File: config.mk
export PLATFORM = sky130hd
export DESIGN_NAME = wbs_ctrl_slave
export DESIGN_NICKNAME = d
export VERILOG_FILES = /design/src/rtl/wbs_ctrl_slave.sv
export SDC_FILE = /design/constraint.sdc
export NUM_CORES = 1
export LEC_CHECK = 0
export ABC_AREA = 1
export CAP_MARGIN = 20
export CELL_PAD_IN_SITES_DETAIL_PLACEMENT = 1
export CELL_PAD_IN_SITES_GLOBAL_PLACEMENT = 1
export CORE_MARGIN = 2
export CORE_UTILIZATION = 32
export CTS_CLUSTER_SIZE = 28
export DETAILED_ROUTE_END_ITERATION = 8
export PLACE_DENSITY = 0.88
export SLEW_MARGIN = 20
export SYNTH_ARGS = -nofsm -noshare
export SYNTH_HDL_FRONTEND = slang
export SYNTH_SLANG_ARGS = --single-unit
export TNS_END_PERCENT = 10
File: constraint.sdc
create_clock -name wb_clk_i -period 8.2 [get_ports wb_clk_i]
set_input_delay 1.64 -clock wb_clk_i [delete_from_list [all_inputs] [get_ports wb_clk_i]]
set_output_delay 1.64 -clock wb_clk_i [all_outputs]
set_load 0.01 [all_outputs]
File: src/rtl/wbs_ctrl_slave.sv
// rtl/wbs_ctrl_slave.sv - Wishbone B4 classic control slave; best read path gated by WBS_BEST_READ_EN
module wbs_ctrl_slave #(
    parameter int MEM_AW  = 9,
    parameter int NODE_AW = 6,
    parameter int BEST_AW = 9
) (
    input  logic                wb_clk_i,
    input  logic                wb_rst_i,
    input  logic                wbs_cyc_i,
    input  logic                wbs_stb_i,
    input  logic                wbs_we_i,
    input  logic [3:0]          wbs_sel_i,
    input  logic [31:0]         wbs_adr_i,
    input  logic [31:0]         wbs_dat_i,
    output logic                wbs_ack_o,
    output logic [31:0]         wbs_dat_o,
    output logic                mode_o,
    output logic                debug_o,
    output logic                fsm_start_o,
    input  logic                fsm_done_i,
    input  logic                fsm_busy_i,
    output logic                mem_wen_o,
    output logic                mem_sel_o,
    output logic [MEM_AW-1:0]   mem_addr_o,
    output logic [63:0]         mem_wdata_o,
    output logic                node_wen_o,
    output logic [NODE_AW-1:0]  node_addr_o,
    output logic [21:0]         node_wdata_o,
    output logic                best_ren_o,
    output logic [BEST_AW-1:0]  best_addr_o,
    input  logic [63:0]         best_rdata_i
);

    localparam logic [15:0] REG_CSR   = 16'h3000;
    localparam logic [15:0] REG_QUERY = 16'h3001;
    localparam logic [15:0] REG_LEAF  = 16'h3002;
    localparam logic [15:0] REG_BEST  = 16'h3003;
    localparam logic [15:0] REG_NODE  = 16'h3004;

    localparam logic [15:0] OFF_MODE  = 16'h0000;
    localparam logic [15:0] OFF_DEBUG = 16'h0004;
    localparam logic [15:0] OFF_DONE  = 16'h0008;
    localparam logic [15:0] OFF_START = 16'h000C;
    localparam logic [15:0] OFF_BUSY  = 16'h0010;

    typedef enum logic [1:0] {
        ST_IDLE    = 2'd0,
        ST_ACK     = 2'd1,
        ST_RD_WAIT = 2'd2
    } state_t;

    state_t state_q, state_d;

    logic               req;
    logic               accept;
    logic               wr_fire;
    logic               best_rd;
    logic [15:0]        region;
    logic [15:0]        offset;
    logic [31:0]        csr_rdata;

    logic               mode_q, mode_d;
    logic               debug_q, debug_d;
    logic               done_q, done_d;
    logic               start_q, start_d;
    logic [31:0]        hold_q, hold_d;
    logic [31:0]        dat_q, dat_d;
    logic               mem_wen_q, mem_wen_d;
    logic               mem_sel_q, mem_sel_d;
    logic [MEM_AW-1:0]  mem_addr_q, mem_addr_d;
    logic [63:0]        mem_wdata_q, mem_wdata_d;
    logic               node_wen_q, node_wen_d;
    logic [NODE_AW-1:0] node_addr_q, node_addr_d;
    logic [21:0]        node_wdata_q, node_wdata_d;

    assign req     = wbs_cyc_i & wbs_stb_i;
    assign region  = wbs_adr_i[31:16];
    assign offset  = wbs_adr_i[15:0];
    assign accept  = (state_q == ST_IDLE) && req;
    // A write with no byte lanes selected is acked but changes nothing
    assign wr_fire = accept && wbs_we_i && (wbs_sel_i != 4'b0000);

`ifdef WBS_BEST_READ_EN
    logic rd_half_q, rd_half_d;

    assign best_rd     = !wbs_we_i && (region == REG_BEST);
    assign best_ren_o  = accept && best_rd;
    assign best_addr_o = wbs_adr_i[BEST_AW+2:3];
`else
    logic [63:0] unused_best;

    assign best_rd     = 1'b0;
    assign best_ren_o  = 1'b0;
    assign best_addr_o = '0;
    assign unused_best = best_rdata_i;
`endif

    // Bus handshake state: best reads take an extra cycle for memory latency
    always_comb begin
        state_d = state_q;
        case (state_q)
            ST_IDLE: begin
                if (req) begin
                    state_d = best_rd ? ST_RD_WAIT : ST_ACK;
                end
            end
            ST_RD_WAIT: state_d = req ? ST_ACK : ST_IDLE;
            ST_ACK:     state_d = ST_IDLE;
            default:    state_d = ST_IDLE;
        endcase
    end

    // Control/status register read mux
    always_comb begin
        csr_rdata = '0;
        case (offset)
            OFF_MODE:  csr_rdata[0] = mode_q;
            OFF_DEBUG: csr_rdata[0] = debug_q;
            OFF_DONE:  csr_rdata[0] = done_q;
            OFF_BUSY:  csr_rdata[0] = fsm_busy_i;
            default:   csr_rdata = '0;
        endcase
    end

    // Next-state of registers and one-cycle side-effect strobes
    always_comb begin
        mode_d       = mode_q;
        debug_d      = debug_q;
        done_d       = done_q;
        hold_d       = hold_q;
        start_d      = 1'b0;
        dat_d        = '0;
        mem_wen_d    = 1'b0;
        mem_sel_d    = mem_sel_q;
        mem_addr_d   = mem_addr_q;
        mem_wdata_d  = mem_wdata_q;
        node_wen_d   = 1'b0;
        node_addr_d  = node_addr_q;
        node_wdata_d = node_wdata_q;
`ifdef WBS_BEST_READ_EN
        rd_half_d    = rd_half_q;
        if (accept && best_rd) begin
            rd_half_d = wbs_adr_i[2];
        end
        if ((state_q == ST_RD_WAIT) && req) begin
            dat_d = rd_half_q ? best_rdata_i[63:32] : best_rdata_i[31:0];
        end
`endif
        if (accept && !wbs_we_i && (region == REG_CSR)) begin
            dat_d = csr_rdata;
        end
        if (wr_fire) begin
            case (region)
                REG_CSR: begin
                    case (offset)
                        OFF_MODE:  mode_d  = wbs_dat_i[0];
                        OFF_DEBUG: debug_d = wbs_dat_i[0];
                        OFF_DONE: begin
                            if (wbs_dat_i[0]) begin
                                done_d = 1'b0;
                            end
                        end
                        OFF_START: start_d = wbs_dat_i[0] & ~fsm_busy_i;
                        default: ;
                    endcase
                end
                REG_QUERY, REG_LEAF: begin
                    if (!wbs_adr_i[2]) begin
                        hold_d = wbs_dat_i;
                    end else begin
                        mem_wen_d   = 1'b1;
                        mem_sel_d   = (region == REG_LEAF);
                        mem_addr_d  = wbs_adr_i[MEM_AW+2:3];
                        mem_wdata_d = {wbs_dat_i, hold_q};
                    end
                end
                REG_NODE: begin
                    node_wen_d   = 1'b1;
                    node_addr_d  = wbs_adr_i[NODE_AW+1:2];
                    node_wdata_d = wbs_dat_i[21:0];
                end
                default: ;
            endcase
        end
        // A done pulse wins over a simultaneous clear
        if (fsm_done_i) begin
            done_d = 1'b1;
        end
    end

    // State register
    always_ff @(posedge wb_clk_i or posedge wb_rst_i) begin
        if (wb_rst_i) begin
            state_q <= ST_IDLE;
        end else begin
            state_q <= state_d;
        end
    end

    // Datapath registers
    always_ff @(posedge wb_clk_i or posedge wb_rst_i) begin
        if (wb_rst_i) begin
            mode_q       <= 1'b0;
            debug_q      <= 1'b0;
            done_q       <= 1'b0;
            hold_q       <= '0;
            start_q      <= 1'b0;
            dat_q        <= '0;
            mem_wen_q    <= 1'b0;
            mem_sel_q    <= 1'b0;
            mem_addr_q   <= '0;
            mem_wdata_q  <= '0;
            node_wen_q   <= 1'b0;
            node_addr_q  <= '0;
            node_wdata_q <= '0;
`ifdef WBS_BEST_READ_EN
            rd_half_q    <= 1'b0;
`endif
        end else begin
            mode_q       <= mode_d;
            debug_q      <= debug_d;
            done_q       <= done_d;
            hold_q       <= hold_d;
            start_q      <= start_d;
            dat_q        <= dat_d;
            mem_wen_q    <= mem_wen_d;
            mem_sel_q    <= mem_sel_d;
            mem_addr_q   <= mem_addr_d;
            mem_wdata_q  <= mem_wdata_d;
            node_wen_q   <= node_wen_d;
            node_addr_q  <= node_addr_d;
            node_wdata_q <= node_wdata_d;
`ifdef WBS_BEST_READ_EN
            rd_half_q    <= rd_half_d;
`endif
        end
    end

    assign wbs_ack_o    = (state_q == ST_ACK);
    assign wbs_dat_o    = dat_q;
    assign mode_o       = mode_q;
    assign debug_o      = debug_q;
    assign fsm_start_o  = start_q;
    assign mem_wen_o    = mem_wen_q;
    assign mem_sel_o    = mem_sel_q;
    assign mem_addr_o   = mem_addr_q;
    assign mem_wdata_o  = mem_wdata_q;
    assign node_wen_o   = node_wen_q;
    assign node_addr_o  = node_addr_q;
    assign node_wdata_o = node_wdata_q;

endmodule

# ---- Word level (Yosys, flattened, before mapping)
# Cells that the tools add are included.
dict set report word_totals {
  register_bits 174
  latchBits 0
  ram_bits 0
  mem_bits_ro 0
  in_bits 139
  output_inout_bits 150
  word_cells 67
  memories 0
}
dict set report op_classes {
  n_addsub 0
  mul 0
  n_div 0
  order_cmp 0
  eq_ne 11
  shift 0
  n_mux 18
  bitwise_logic 4
  n_reduce_logical 20
}
# operator n
set ops {}
lappend ops {{$eq A16 B14 Y1 const B} 4}
lappend ops {{$eq A16 B4 Y1 const B} 2}
lappend ops {{$eq A16 B3 Y1 const B} 1}
lappend ops {{$eq A16 B5 Y1 const B} 1}
lappend ops {{$logic_not A16 Y1} 1}
lappend ops {{$mux W1} 15}
lappend ops {{$reduce_and A3 Y1} 4}
lappend ops {{$reduce_bool A2 Y1} 4}
lappend ops {{$logic_and A1 B1 Y1} 5}
lappend ops {{$pmux W1 S4} 1}
lappend ops {{$pmux W2 S2} 1}
lappend ops {{$reduce_and A4 Y1} 1}
lappend ops {{$reduce_bool A4 Y1} 1}
lappend ops {{$and A1 B1 Y1} 2}
lappend ops {{$eq A2 B1 Y1 const B} 1}
lappend ops {{$eq A2 B2 Y1 const B} 1}
lappend ops {{$logic_not A2 Y1} 1}
lappend ops {{$mux W2} 1}
lappend ops {{$ne A2 B2 Y1 const B} 1}
lappend ops {{$not A1 Y1} 2}
lappend ops {{$reduce_and A2 Y1} 1}
lappend ops {{$reduce_or A2 Y1} 1}
lappend ops {{$logic_not A1 Y1} 1}

# ---- Longest topological paths before layout
# Gate-level depths: netlist of the first run.
dict set report logic_depth {
  ltp_word 6
  mapped_depth 11
  depth_no_buf 9
}

# ---- Worst setup path before layout of the first run
# OpenSTA, ideal clock, no wires.
dict set report synth_timing {
  kind {input port to flip-flop}
  startpoint {input port wbs_adr_i[31]}
  endpoint {register mem_wdata_q[0] (netlist: mem_wdata_o[0])}
  setup_time_ns 0.117
  arrival_ns 2.616
  t_required_ns 8.083
  setup_slack_ns 5.467
  cell_stages 10
  n_path_buf 2
  cell_sequence {nor2_1 -> nand3_1 -> nor2_2 -> nand2_1 -> nand2_2 -> nand2_1 -> buf_6 -> buf_6 -> nand2_1 -> nand2_1}
}
dict set report synth_between {
  elab_chain_len 3
  elab_cells_between_ends 4
  cone_classes {eq/ne (2); reduce/logical (2)}
}
# element line
set synth_rtl {}
lappend synth_rtl {{start, declared} 13} ;# input logic [31:0] wbs_adr_i,
lappend synth_rtl {{$eq A16 B14 Y1} 153} ;# case (region)
lappend synth_rtl {{$reduce_or A2 Y1 (*)} 153}
lappend synth_rtl {{$reduce_and A3 Y1 (no line) (*)} --}
lappend synth_rtl {{end signal, assigned} 229} ;# mem_wdata_q <= mem_wdata_d;
lappend synth_rtl {{end, declared} 71} ;# logic [63:0] mem_wdata_q, mem_wdata_d;
# Every way passes the cells marked *; elsewhere a longest branch is shown, timed or not.
# A chain may end at the register's enable or synchronous reset.

# ---- Worst setup path after layout of the first run
dict set report layout_timing {
  startpoint {input port wbs_adr_i[31]}
  endpoint {register mem_wdata_q[33] (netlist: mem_wdata_o[33])}
}
# The elaborated chain is that of the path after synthesis.

==> results of run 1 <==
## path summary, 6_finish.rpt
path,startpoint,end,slack [ps]
max in group asynchronous,wb_rst_i,mem_addr_o[6]$_DFFE_PP0P_,5380
max,wbs_adr_i[31],mem_wdata_o[33]$_DFFE_PP0P_,4110
min,mem_wdata_o[45]$_DFFE_PP0P_,mem_wdata_o[45]$_DFFE_PP0P_,470
max reg2reg,state_q[0]$_DFFE_PP0P_,hold_q[9]$_DFFE_PP0P_,5560
min in group asynchronous,wb_rst_i,node_wdata_o[3]$_DFFE_PP0P_,1680
min reg2reg,mem_wdata_o[45]$_DFFE_PP0P_,mem_wdata_o[45]$_DFFE_PP0P_,470
## metal layers
| layer | GRT usage | up-vias | wire, um |
|---|---|---|---|
| li1 | - | 2531 | - |
| met1 | 0.232 | 2632 | 7940 |
| met2 | 0.319 | 126 | 9360 |
| met3 | 0.0466 | 23 | 901 |
| met4 | 0.0599 | 0 | 273 |
| met5 | 0 | - | 0 |
## report_power, final
part	switching (mW)	internal (mW)	leakage, nW
combinational	0.0459	0.0351	2.09
clock	0.292	0.525	0.296
sequential	0.000270	0.701	1.98
total	0.338	1.26	4.37
## worst max-delay path, cell delays in order
cell             delay (ps)
clkdlybuf4s50_1         410
nor2_1                  110
nand3_1                 130
nor2_2                  240
nand2_1                 140
nand2_4                  90
buf_6                   580
nand2_2                 310
buf_4                   460
nand2_1                 160
nand2_1                  70
## registers in the layout, indices dropped and copies added, names as in the netlist, 6 cells and up
signal        count
hold_q           32
mem_addr_o        9
mem_wdata_o      64
node_addr_o       6
node_wdata_o     22
## cell type report
type | count | area [um^2] | share of cell area
Tap cell | 260 | 325 | 0.0377
Inverter | 8 | 35.0 | 0.00406
Clock buffer | 22 | 464 | 0.0538
Sequential cell | 142 | 3550 | 0.412
Multi-Input combinational cell | 532 | 2210 | 0.257
Clock inverter | 10 | 161 | 0.0187
Timing Repair Buffer | 187 | 1870 | 0.217
## per-stage QoR
stage | util | cell area, um^2 | worst slack (ps) | instances | hold WS, ps
finish | 0.458 | 8620 | 4110 | 1161 | 467
global route | 0.458 | 8620 | 3800 | 1161 | 489
CTS | 0.457 | 8610 | 3800 | 1161 | 473
detailed placement | 0.424 | 7990 | 3340 | 1129 | 457
global placement | 0.424 | 7990 | 3030 | 1129 | 452
floorplan | - | 6330 | 2750 | 761 | 442
## cells in the mapped netlist
cell	instances	area, um^2
buf_4	49	368
nand3_1	117	586
inv_1	7	26.3
clkbuf_1	4	15.0
nand2_2	1	6.26
buf_2	19	95.1
nand2_1	320	1200
inv_2	1	3.75
nor2_2	5	31.3
nor2_1	34	128
nor3_1	2	10.0
and2_1	2	12.5
dfrtp_1	142	3550
o21ai_0	4	20.0
buf_6	7	78.8
conb_1	1	3.75
and3_1	2	12.5
nand3b_1	2	15.0
nand4_1	1	6.26
a21oi_1	1	5.00
## cells by family (layout without fill, tap and decap cells)
family | after synthesis | in the layout | synth area share
DFF | 142 | 142 | 0.575
AOI/OAI and AO/OA | 5 | 5 | 0.00405
buffers and inverters | 87 | 227 | 0.0950
and+or+nand+nor | 486 | 486 | 0.325
other | 1 | 41 | 0.000607
==> metrics.txt, run 1 <==
status=finished, final reports clean; Critical Path AT=between 4000 and 5000 ps; Synth cell types=20; Die X=143 um; WS Path Type=input port to flip-flop; Post-Syn Instances=roughly 720; Yosys reg bits=142; RSZ-0062 raised after global routing=false; TritonCTS Buffers=17; Initial Util=0.328; Hold Path Stages=2; IO Count=just under 300; first-pass GRT wire length=between 20 and 30 mm; Sink Count=approximately 140; DRT iter0 DRCs=226; Mapped Area=6180 um^2; Die H=143 um; fmax=between 0.2 and 0.25 GHz; All-Layer GR Usage=0.187; largest net degree at the start of global routing=approximately 110; most frequent cells in the layout=nand2_1, clkdlybuf4s50_1, dfrtp_1; Worst VDD drop=0.137 mV; total power=approximately 1.6 mW; Period minus WS final=4090 ps; share of layout cells above drive strength 1=0.0488; Crit Path Max Fanout=roughly 110; cts hold-fix bufs=0; DR vias/cell=approximately 4.6; Fin. Hold Viols=0; skew final=4.62 ps; CTS tree=built; Final setup viols=0; CP startpoint kind=input port; P&R area growth vs syn=39.6%; Required @ worst endpoint=around 8500 ps; routed via count=5312; Slew @ Worst Pin=between 800 and 900 ps; Fill cells=around 2200; Reg2Reg Depth=6; GP Congestion=around 0.74; FP Rows=50; # nets final=between 1000 and 1500; Tcrit/Tclk final=0.498; clock root buffer=clkbuf_16; sequential cell area fraction in the yosys report=0.575; final setup TNS=0 ps; die area=just over 20000 um^2; number of antenna violations at the first check in global routing=0; routed len/inst=around 16 um; first-pass iteration count of the detailed router=4; # Post-CTS Setup Buffers=0; Hold Path Class=flip-flop to flip-flop; post_cts resized=0; fin. max-slew vios=0; max-cap viol count=0; Leakage=4.37 nW; worst skew pair latency=roughly 420 ps; vias in the first global route=between 5000 and 6000; CP Capture Type=flip-flop; HPWL Detailed=12.6 mm; Synth warnings=0; core area=18800 um^2; routed wire length=18.5 mm; PwrDens=185 nW/um^2; DRC Markers=0; ant diodes=0; Rel. slew slack=0.409; Max clock buf depth=2; GRT overflow=0; PortBufs=183; mean area per synthesized cell=~8.6 um^2; most common cell after layout, fill and taps aside=nand2_1; Final ANT Viol Nets=0; H-tree depth=4; Worst-path clk slew=60 ps
No activity file was read; power rests on OpenSTA's default activity.
==> run 2: changes to the inputs <==
CORE_UTILIZATION = 29   (was 32)
PLACE_DENSITY = 0.81   (was 0.88)
clock period = 4.2 ns   (was 8.2 ns; I/O delays follow)
==> run 2 against run 1 <==
Die area grew 10%. Clock skew up 2.7 ps. Critical path type unchanged. Global-route usage shrank 1.2 points. Clock-buffer cell count down 3. Critical endpoint is now mem_wdata_o[1]$_DFFE_PP0P_. Combinational power grew 96%. Utilization down 4.3 points.
==> metrics.txt, run 2 (synthesized netlist as in run 1, its figures left out) <==
Die H=~150 um; Core Util, Final=0.415; Die X=approximately 150 um; Crit Path Max Fanout=56; Critical Path AT=3040 ps; DRT iter0 DRCs=202; Post-DP Area=slightly above 8000 um^2; skew final=between 7 and 8 ps; die area=~22000 um^2; DRC Markers=0; H-tree depth=4; DR vias/cell=around 4.5; post_cts resized=0; IO Count=between 200 and 300; max incr delay on CP=~400 ps; fmax=0.365 GHz; TritonCTS Buffers=17; largest net degree at the start of global routing=143; CTS tree=built; Post-Layout Inst Area=approximately 8700 um^2; WS Path Type=input port to flip-flop; crit-path most repeated cell=nand2_1; Slew @ Worst Pin=between 800 and 900 ps; All-Layer GR Usage=0.175; P&R area growth vs syn=40.8%; Worst-path clk slew=60 ps; first-pass GRT wire length=just over 30 mm; Required @ worst endpoint=approximately 4500 ps; cts hold-fix bufs=0; flip-flop count of the largest register after layout=between 60 and 70; RSZ-0062 raised after global routing=false; Sink Count=about 140; routed len/inst=between 15 and 20 um; Period minus WS final=between 2000 and 3000 ps; final worst slack=around 1500 ps; dpl ws=between 900 and 1000 ps; # nets final=a little over 1000; CP Capture Type=flip-flop; most frequent cells in the layout=nand2_1, clkdlybuf4s50_1, dfrtp_1; most common cell after layout, fill and taps aside=nand2_1; HPWL Detailed=~13 mm; number of antenna violations at the first check in global routing=0; worst skew pair latency=between 400 and 500 ps; routed wire length=18.8 mm; CP bufs+invs=2; Tcrit/Tclk final=0.653; Initial Util=0.295; # Post-CTS Setup Buffers=0; Leakage=4.40 nW; GRT overflow=0; max-cap viol count=0; first-pass iteration count of the detailed router=4; clock root buffer=clkbuf_16; critical path's top delay family=simple AND/OR/NAND/NOR gates; fin. max-slew vios=0; Final ANT Viol Nets=0; Hold Slack=470 ps; share of layout cells above drive strength 1=0.0563; CP startpoint kind=input port; Final setup viols=0; Worst VDD drop=about 0.30 mV; Hold Path Class=flip-flop to flip-flop; ant diodes=0; GP Congestion=0.755; vias in the first global route=between 5000 and 6000; Max clock buf depth=2; Cell Chain, Critical Path=clkdlybuf4s50_1 > nor2_1 > nand3_1 > nor2_2 > nand2_1 > nand2_4 > nand2_2 > buf_12 > nand2_1 > nand2_1; Slowest-stage cell, CP=clkdlybuf4s50_1; PwrDens=around 360 nW/um^2; routed via count=~5300; core area=21000 um^2; PortBufs=~180; Fin. Hold Viols=0; final setup TNS=0 ps; Fill cells=about 2500; Rel. slew slack=0.416; status=finished, final reports clean; FP Rows=53
run 2: cell count changes in the layout (fill, tap and decap cells not counted), sizes merged:
cell,before,now
clkinvlp,3,4
buf,4,9
clkinv,3,1
bufinv,4,3
inv,8,13
clkbuf,22,19
run 2: worst register-to-register path: stages (launching register included):
cell,delay (ps)
dfrtp_1,400
nor2_2,130
nand3_1,250
nor2_4,180
buf_4,700
nand3_1,220
nand2_1,110
run 2: through the flow:
step / power [mW] / cells
after floorplan: 1.48 / 761
after global placement: 1.55 / 1149
after detailed placement: 1.56 / 1149
after CTS: 3.19 / 1181
after global routing: 3.26 / 1181
final: 3.14 / 1181
run 2: worst paths after layout:
| check | slack (ps) | depth (start not counted) | to | startpoint |
|---|---|---|---|---|
| min reg2reg | 470 | 2 | mem_wdata_o[0]$_DFFE_PP0P_ | mem_wdata_o[0]$_DFFE_PP0P_ |
| min in group asynchronous | 1000 | 3 | hold_q[22]$_DFFE_PP0P_ | wb_rst_i |
| max | 1460 | 10 | mem_wdata_o[1]$_DFFE_PP0P_ | wbs_adr_i[31] |
| min | 470 | 2 | mem_wdata_o[0]$_DFFE_PP0P_ | mem_wdata_o[0]$_DFFE_PP0P_ |
| max in group asynchronous | 2540 | 3 | mem_addr_o[5]$_DFFE_PP0P_ | wb_rst_i |
| max reg2reg | 2160 | 6 | mem_wdata_o[10]$_DFFE_PP0P_ | state_q[0]$_DFFE_PP0P_ |
run 2: area by class of cell:
| class | instances | area [um^2] | share of cell area |
|---|---|---|---|
| Sequential cell | 142 | 3550 | 0.409 |
| Multi-Input combinational cell | 532 | 2210 | 0.254 |
| Timing Repair Buffer | 192 | 1920 | 0.221 |
| Clock buffer | 19 | 453 | 0.0521 |
| Tap cell | 275 | 344 | 0.0396 |
| Clock inverter | 13 | 176 | 0.0203 |
| Inverter | 8 | 33.8 | 0.00389 |
run 2: per-layer routing:
metal,up-vias,GRT usage,share of wire
met1,2608,0.220,0.43
met5,-,0,0
met4,0,0.0618,0.021
met2,140,0.294,0.49
met3,24,0.0433,0.055
li1,2540,-,-
run 2: report_power, final:
group	switching (mW)	total (mW)	internal (mW)
registers	0.000502	1.37	1.37
logic	0.0897	0.159	0.0697
clock network	0.628	1.61	0.981
==> run 3: changes to the inputs <==
CORE_UTILIZATION = 26   (was 29)
PLACE_DENSITY = 0.77   (was 0.81)
clock period = 2.26 ns   (was 4.2 ns; I/O delays follow)
==> run 3 against run 2 <==
Global-route usage is 1.3 points lower. Critical path depth is 9 lower. Non-clock buffer count is 16 higher. Highest routed layer is now met5. Clock power is 93% higher. Largest cell class unchanged. Critical endpoint is now mem_wdata_o[28]. Power is 90% higher. Combinational power is 95% higher. Final cell count is 5.1% higher. Critical path type is now flip-flop to output pin. Sequential power is 85% higher. Flip-flop and latch count stayed put. Setup slack worse by 1000 ps. Hold slack hardly changed. Sequential share of layout area is 1.4 points lower.
==> metrics.txt, run 3 (synthesized netlist as in run 1, its figures left out) <==
clock root buffer=clkbuf_16; die area=25000 um^2; FP Rows=56; Final Non-Filler Cells=around 1200; DRT iter0 DRCs=~250; Hold Slack=470 ps; Required @ worst endpoint=about 1800 ps; final setup TNS=0 ps; critical path's top delay family=buffers and inverters; Critical Path AT=around 1400 ps; CTS tree=built; most common cell after layout, fill and taps aside=nand2_1; Crit Path Max Fanout=2; Worst VDD drop=approximately 0.37 mV; CP Capture Type=output pin; Die X=approximately 160 um; share of layout cells above drive strength 1=0.0727; RSZ-0062 raised after global routing=false; skew final=between 7 and 8 ps; Leakage=approximately 4.5 nW; routed len/inst=between 15 and 20 um; multi-input logic area=approximately 2200 um^2; Tcrit/Tclk final=0.810; most frequent cells in the layout=nand2_1, clkdlybuf4s50_1, dfrtp_1; # Post-CTS Setup Buffers=0; Fill cells=approximately 2800; Final setup viols=0; post_cts resized=0; ant diodes=0; cts hold-fix bufs=0; WS Path Type=flip-flop to output pin; worst skew pair latency=around 420 ps; dpl cells=1209; Fin. Hold Viols=0; Final ANT Viol Nets=0; CP startpoint kind=flip-flop; PortBufs=183; GP Congestion=roughly 0.75; Hold Path Class=flip-flop to flip-flop; fin. max-slew vios=0; number of antenna violations at the first check in global routing=1; H-tree depth=4; Sink Count=~140; Period minus WS final=between 1500 and 2000 ps; Cell Chain, Critical Path=clkdlybuf4s50_1; PwrDens=around 660 nW/um^2; DR vias/cell=4.27; vias in the first global route=approximately 5700; largest net degree at the start of global routing=85; core area=23400 um^2; flip-flop count of the largest register after layout=between 60 and 70; GRT overflow=0; TritonCTS Buffers=17; CP bufs+invs=1; Slowest-stage cell, CP=clkdlybuf4s50_1; Post-Layout Inst Area=around 9000 um^2; DRC Markers=0; Worst-path clk slew=about 60 ps; Post-DP Area=between 8000 and 9000 um^2; # nets final=1048; first-pass GRT wire length=slightly above 30 mm; Initial Util=0.264; routed wire length=19.6 mm; routed via count=5301; max-cap viol count=0; fmax=between 0.5 and 0.6 GHz; HPWL Detailed=roughly 14 mm; IO Count=289; max incr delay on CP=610 ps; P&R area growth vs syn=45.8%; Die H=about 160 um; Max clock buf depth=2; All-Layer GR Usage=0.162; status=finished, final reports clean; Sequential Area=3550 um^2; first-pass iteration count of the detailed router=4
==> run 3: per-layer routing <==
metal  global-route usage  share of wire  vias up  routed length [um]
met5                    0        0.00061        -                  12
met4               0.0545          0.012        2                 245
met3               0.0411          0.054       18                1060
met2                0.275           0.50      128                9750
met1                0.202           0.44     2579                8560
li1                     -              -     2574                   -
==> run 3: where the power goes <==
part	total (mW)	internal, mW	switching (mW)
clock	3.10	1.90	1.20
combinational	0.310	0.140	0.170
sequential	2.54	2.54	0.000962
==> run 3: final timing paths <==
| path | startpoint | to | slack (ps) | depth (start not counted) |
|---|---|---|---|---|
| setup / recovery | mem_wdata_o[28]$_DFFE_PP0P_ | mem_wdata_o[28] | 430 | 1 |
| hold / removal | mem_wdata_o[31]$_DFFE_PP0P_ | mem_wdata_o[31]$_DFFE_PP0P_ | 470 | 2 |
| setup reg to reg | state_q[0]$_DFFE_PP0P_ | mem_wdata_o[56]$_DFFE_PP0P_ | 640 | 8 |
| hold reg to reg | mem_wdata_o[31]$_DFFE_PP0P_ | mem_wdata_o[31]$_DFFE_PP0P_ | 470 | 2 |
| max in group asynchronous | wb_rst_i | mem_wdata_o[31]$_DFFE_PP0P_ | 1320 | 3 |
| min in group asynchronous | wb_rst_i | mem_wdata_o[49]$_DFFE_PP0P_ | 500 | 3 |
==> run 3: final cells by class <==
type | count | share of cell area
Multi-Input combinational cell | 532 | 0.245
Clock buffer | 18 | 0.0487
Tap cell | 319 | 0.0443
Sequential cell | 142 | 0.394
Clock inverter | 14 | 0.0226
Timing Repair Buffer | 208 | 0.241
Inverter | 8 | 0.00375
==> run 3: stage by stage <==
step	setup WS, ps	utilization	power [mW]
finish	430	0.385	5.95
global route	334	0.385	6.15
CTS	405	0.385	6.05
detailed placement	16.4	0.357	2.91
global placement	79.8	0.357	2.90
floorplan	30.9	-	2.75
==> run 3: worst min-delay path: cells and delay by family, from the launching register on <==
kind,cells,cell delay (ps)
flops,1,340
simple gates,2,100
==> patch, RTL diff (settings of run 3) <==
`dat_q` no longer has a reset.
--- a/src/rtl/wbs_ctrl_slave.sv
+++ b/src/rtl/wbs_ctrl_slave.sv
@@ -205,7 +205,6 @@
             done_q       <= 1'b0;
             hold_q       <= '0;
             start_q      <= 1'b0;
-            dat_q        <= '0;
             mem_wen_q    <= 1'b0;
             mem_sel_q    <= 1'b0;
             mem_addr_q   <= '0;
@@ -222,7 +221,6 @@
             done_q       <= done_d;
             hold_q       <= hold_d;
             start_q      <= start_d;
-            dat_q        <= dat_d;
             mem_wen_q    <= mem_wen_d;
             mem_sel_q    <= mem_sel_d;
             mem_addr_q   <= mem_addr_d;
@@ -234,6 +232,10 @@
             rd_half_q    <= rd_half_d;
 `endif
         end
+    end
+
+    always_ff @(posedge wb_clk_i) begin
+        dat_q <= dat_d;
     end
 
     assign wbs_ack_o    = (state_q == ST_ACK);
Function: changed (a bounded check fails within 4 cycles, from zero or initial values and one cycle with wb_rst_i high).
==> patch against run 3 <==
Clock skew rose by 0.00053 ns; count of clock-buffer cells in the layout increased by 2; maximum frequency increased by 0.48%; sequential cell count did not move; synthesized area shrank 0.43%; setup slack better by 0.0088 ns; wire length down 3.0%; core utilization fell by 0.39 points; power decreased by 3.5%; combinational power grew 1%; first-iteration DRC count fell by 4.4%; design area down 1.3%; synthesized cell count down 0.42%; largest cell class unchanged.
==> patch: results (changes against run 3) <==
| Metric | Value |
|---|---|
| Outcome | finished clean (unchanged) |
| Area after DPL | 8290 um^2 (was 8370 um^2) |
| Share of cells above drive strength 1 | 6.54% (was 7.27%) |
| Met3 Use GR | 4.24% (was 4.11%) |
| Main area contributors after synthesis | dfrtp_1, nand2_1, nand3_1 (unchanged) |
| Number of global-route vias before repair | 5551 (was 5701) |
| Clock buf/inv share | 6.71% (was 7.14%) |
| Area of the multi-input gates | 2170 um^2 (was 2210 um^2) |
| Routed length on met2 | 9240 um (was 9750 um) |
| Vias | 5248 (was 5301) |
| Cells after DPL | 1204 (was 1209) |
| DR vias/cell | 4.25 (was 4.27) |
| Hold Crit Class | input port to async pin (was register to register) |
| M1 WL | 8460 um (was 8560 um) |
| Core Region | 23300 um^2 (was 23400 um^2) |
| FFs w/ async S/R, synth | 99.3% (was 100%) |
| Post-DP HPWL | 13700 um (was 13800 um) |
| Worst r2r dst | mem_wdata_o[44]$_DFFE_PP0P_ (was mem_wdata_o[56]$_DFFE_PP0P_) |
| Multi-In Gates | 523 (was 532) |
| Compound-Gate Fraction of Synth Area | 0.407% (was 0.405%) |
| First-pass GRT wire length | 30100 um (was 31200 um) |
| P per Cell Area | 646 nW/um^2 (was 660 nW/um^2) |
| Met2 usage | 26.2% (was 27.5%) |
| DRT iter0 DRCs | 241 (was 252) |
| Routability Congestion | 0.721 (was 0.745) |
| Sequential area share after synthesis | 57.7% (was 57.5%) |
| Clock Skew | 0.00802 ns (was 0.00748 ns) |
| Post-Syn Instances | 718 (was 721) |
| Crit path largest cell delay | 0.57 ns (was 0.61 ns) |
| Crit-path max FO | 3 (was 2) |
| Clkbuf count | 20 (was 18) |
==> patch: worst max-delay path by stage <==
| stage | to | slack (ns) |
|---|---|---|
| 6_report | wbs_ack_o | 0.44 |
| 5_1_grt | wbs_ack_o | 0.37 |
| 4_1_cts | wbs_ack_o | 0.40 |
| 3_5_place_dp | mem_wdata_o[44]$_DFFE_PP0P_ | 0.04 |
| 3_3_place_gp | hold_q[19]$_DFFE_PP0P_ | 0.1 |
| 2_1_floorplan | debug_o$_DFFE_PP0P_ | 0.04 |
==> patch: where the power goes <==
part           leakage, nW  total [mW]  internal [mW]  switching (mW)
logic                 2.24       0.314          0.143           0.171
clock network        0.277        2.88           1.75            1.14
registers             1.97        2.54           2.54         0.00106
==> patch: through the flow <==
step / worst slack, ns / hold WS, ns
6_report: 0.439 / 0.326
3_3_place_gp: 0.0992 / 0.452
4_1_cts: 0.400 / 0.311
2_1_floorplan: 0.0449 / 0.442
3_5_place_dp: 0.0416 / 0.459
5_1_grt: 0.369 / 0.329
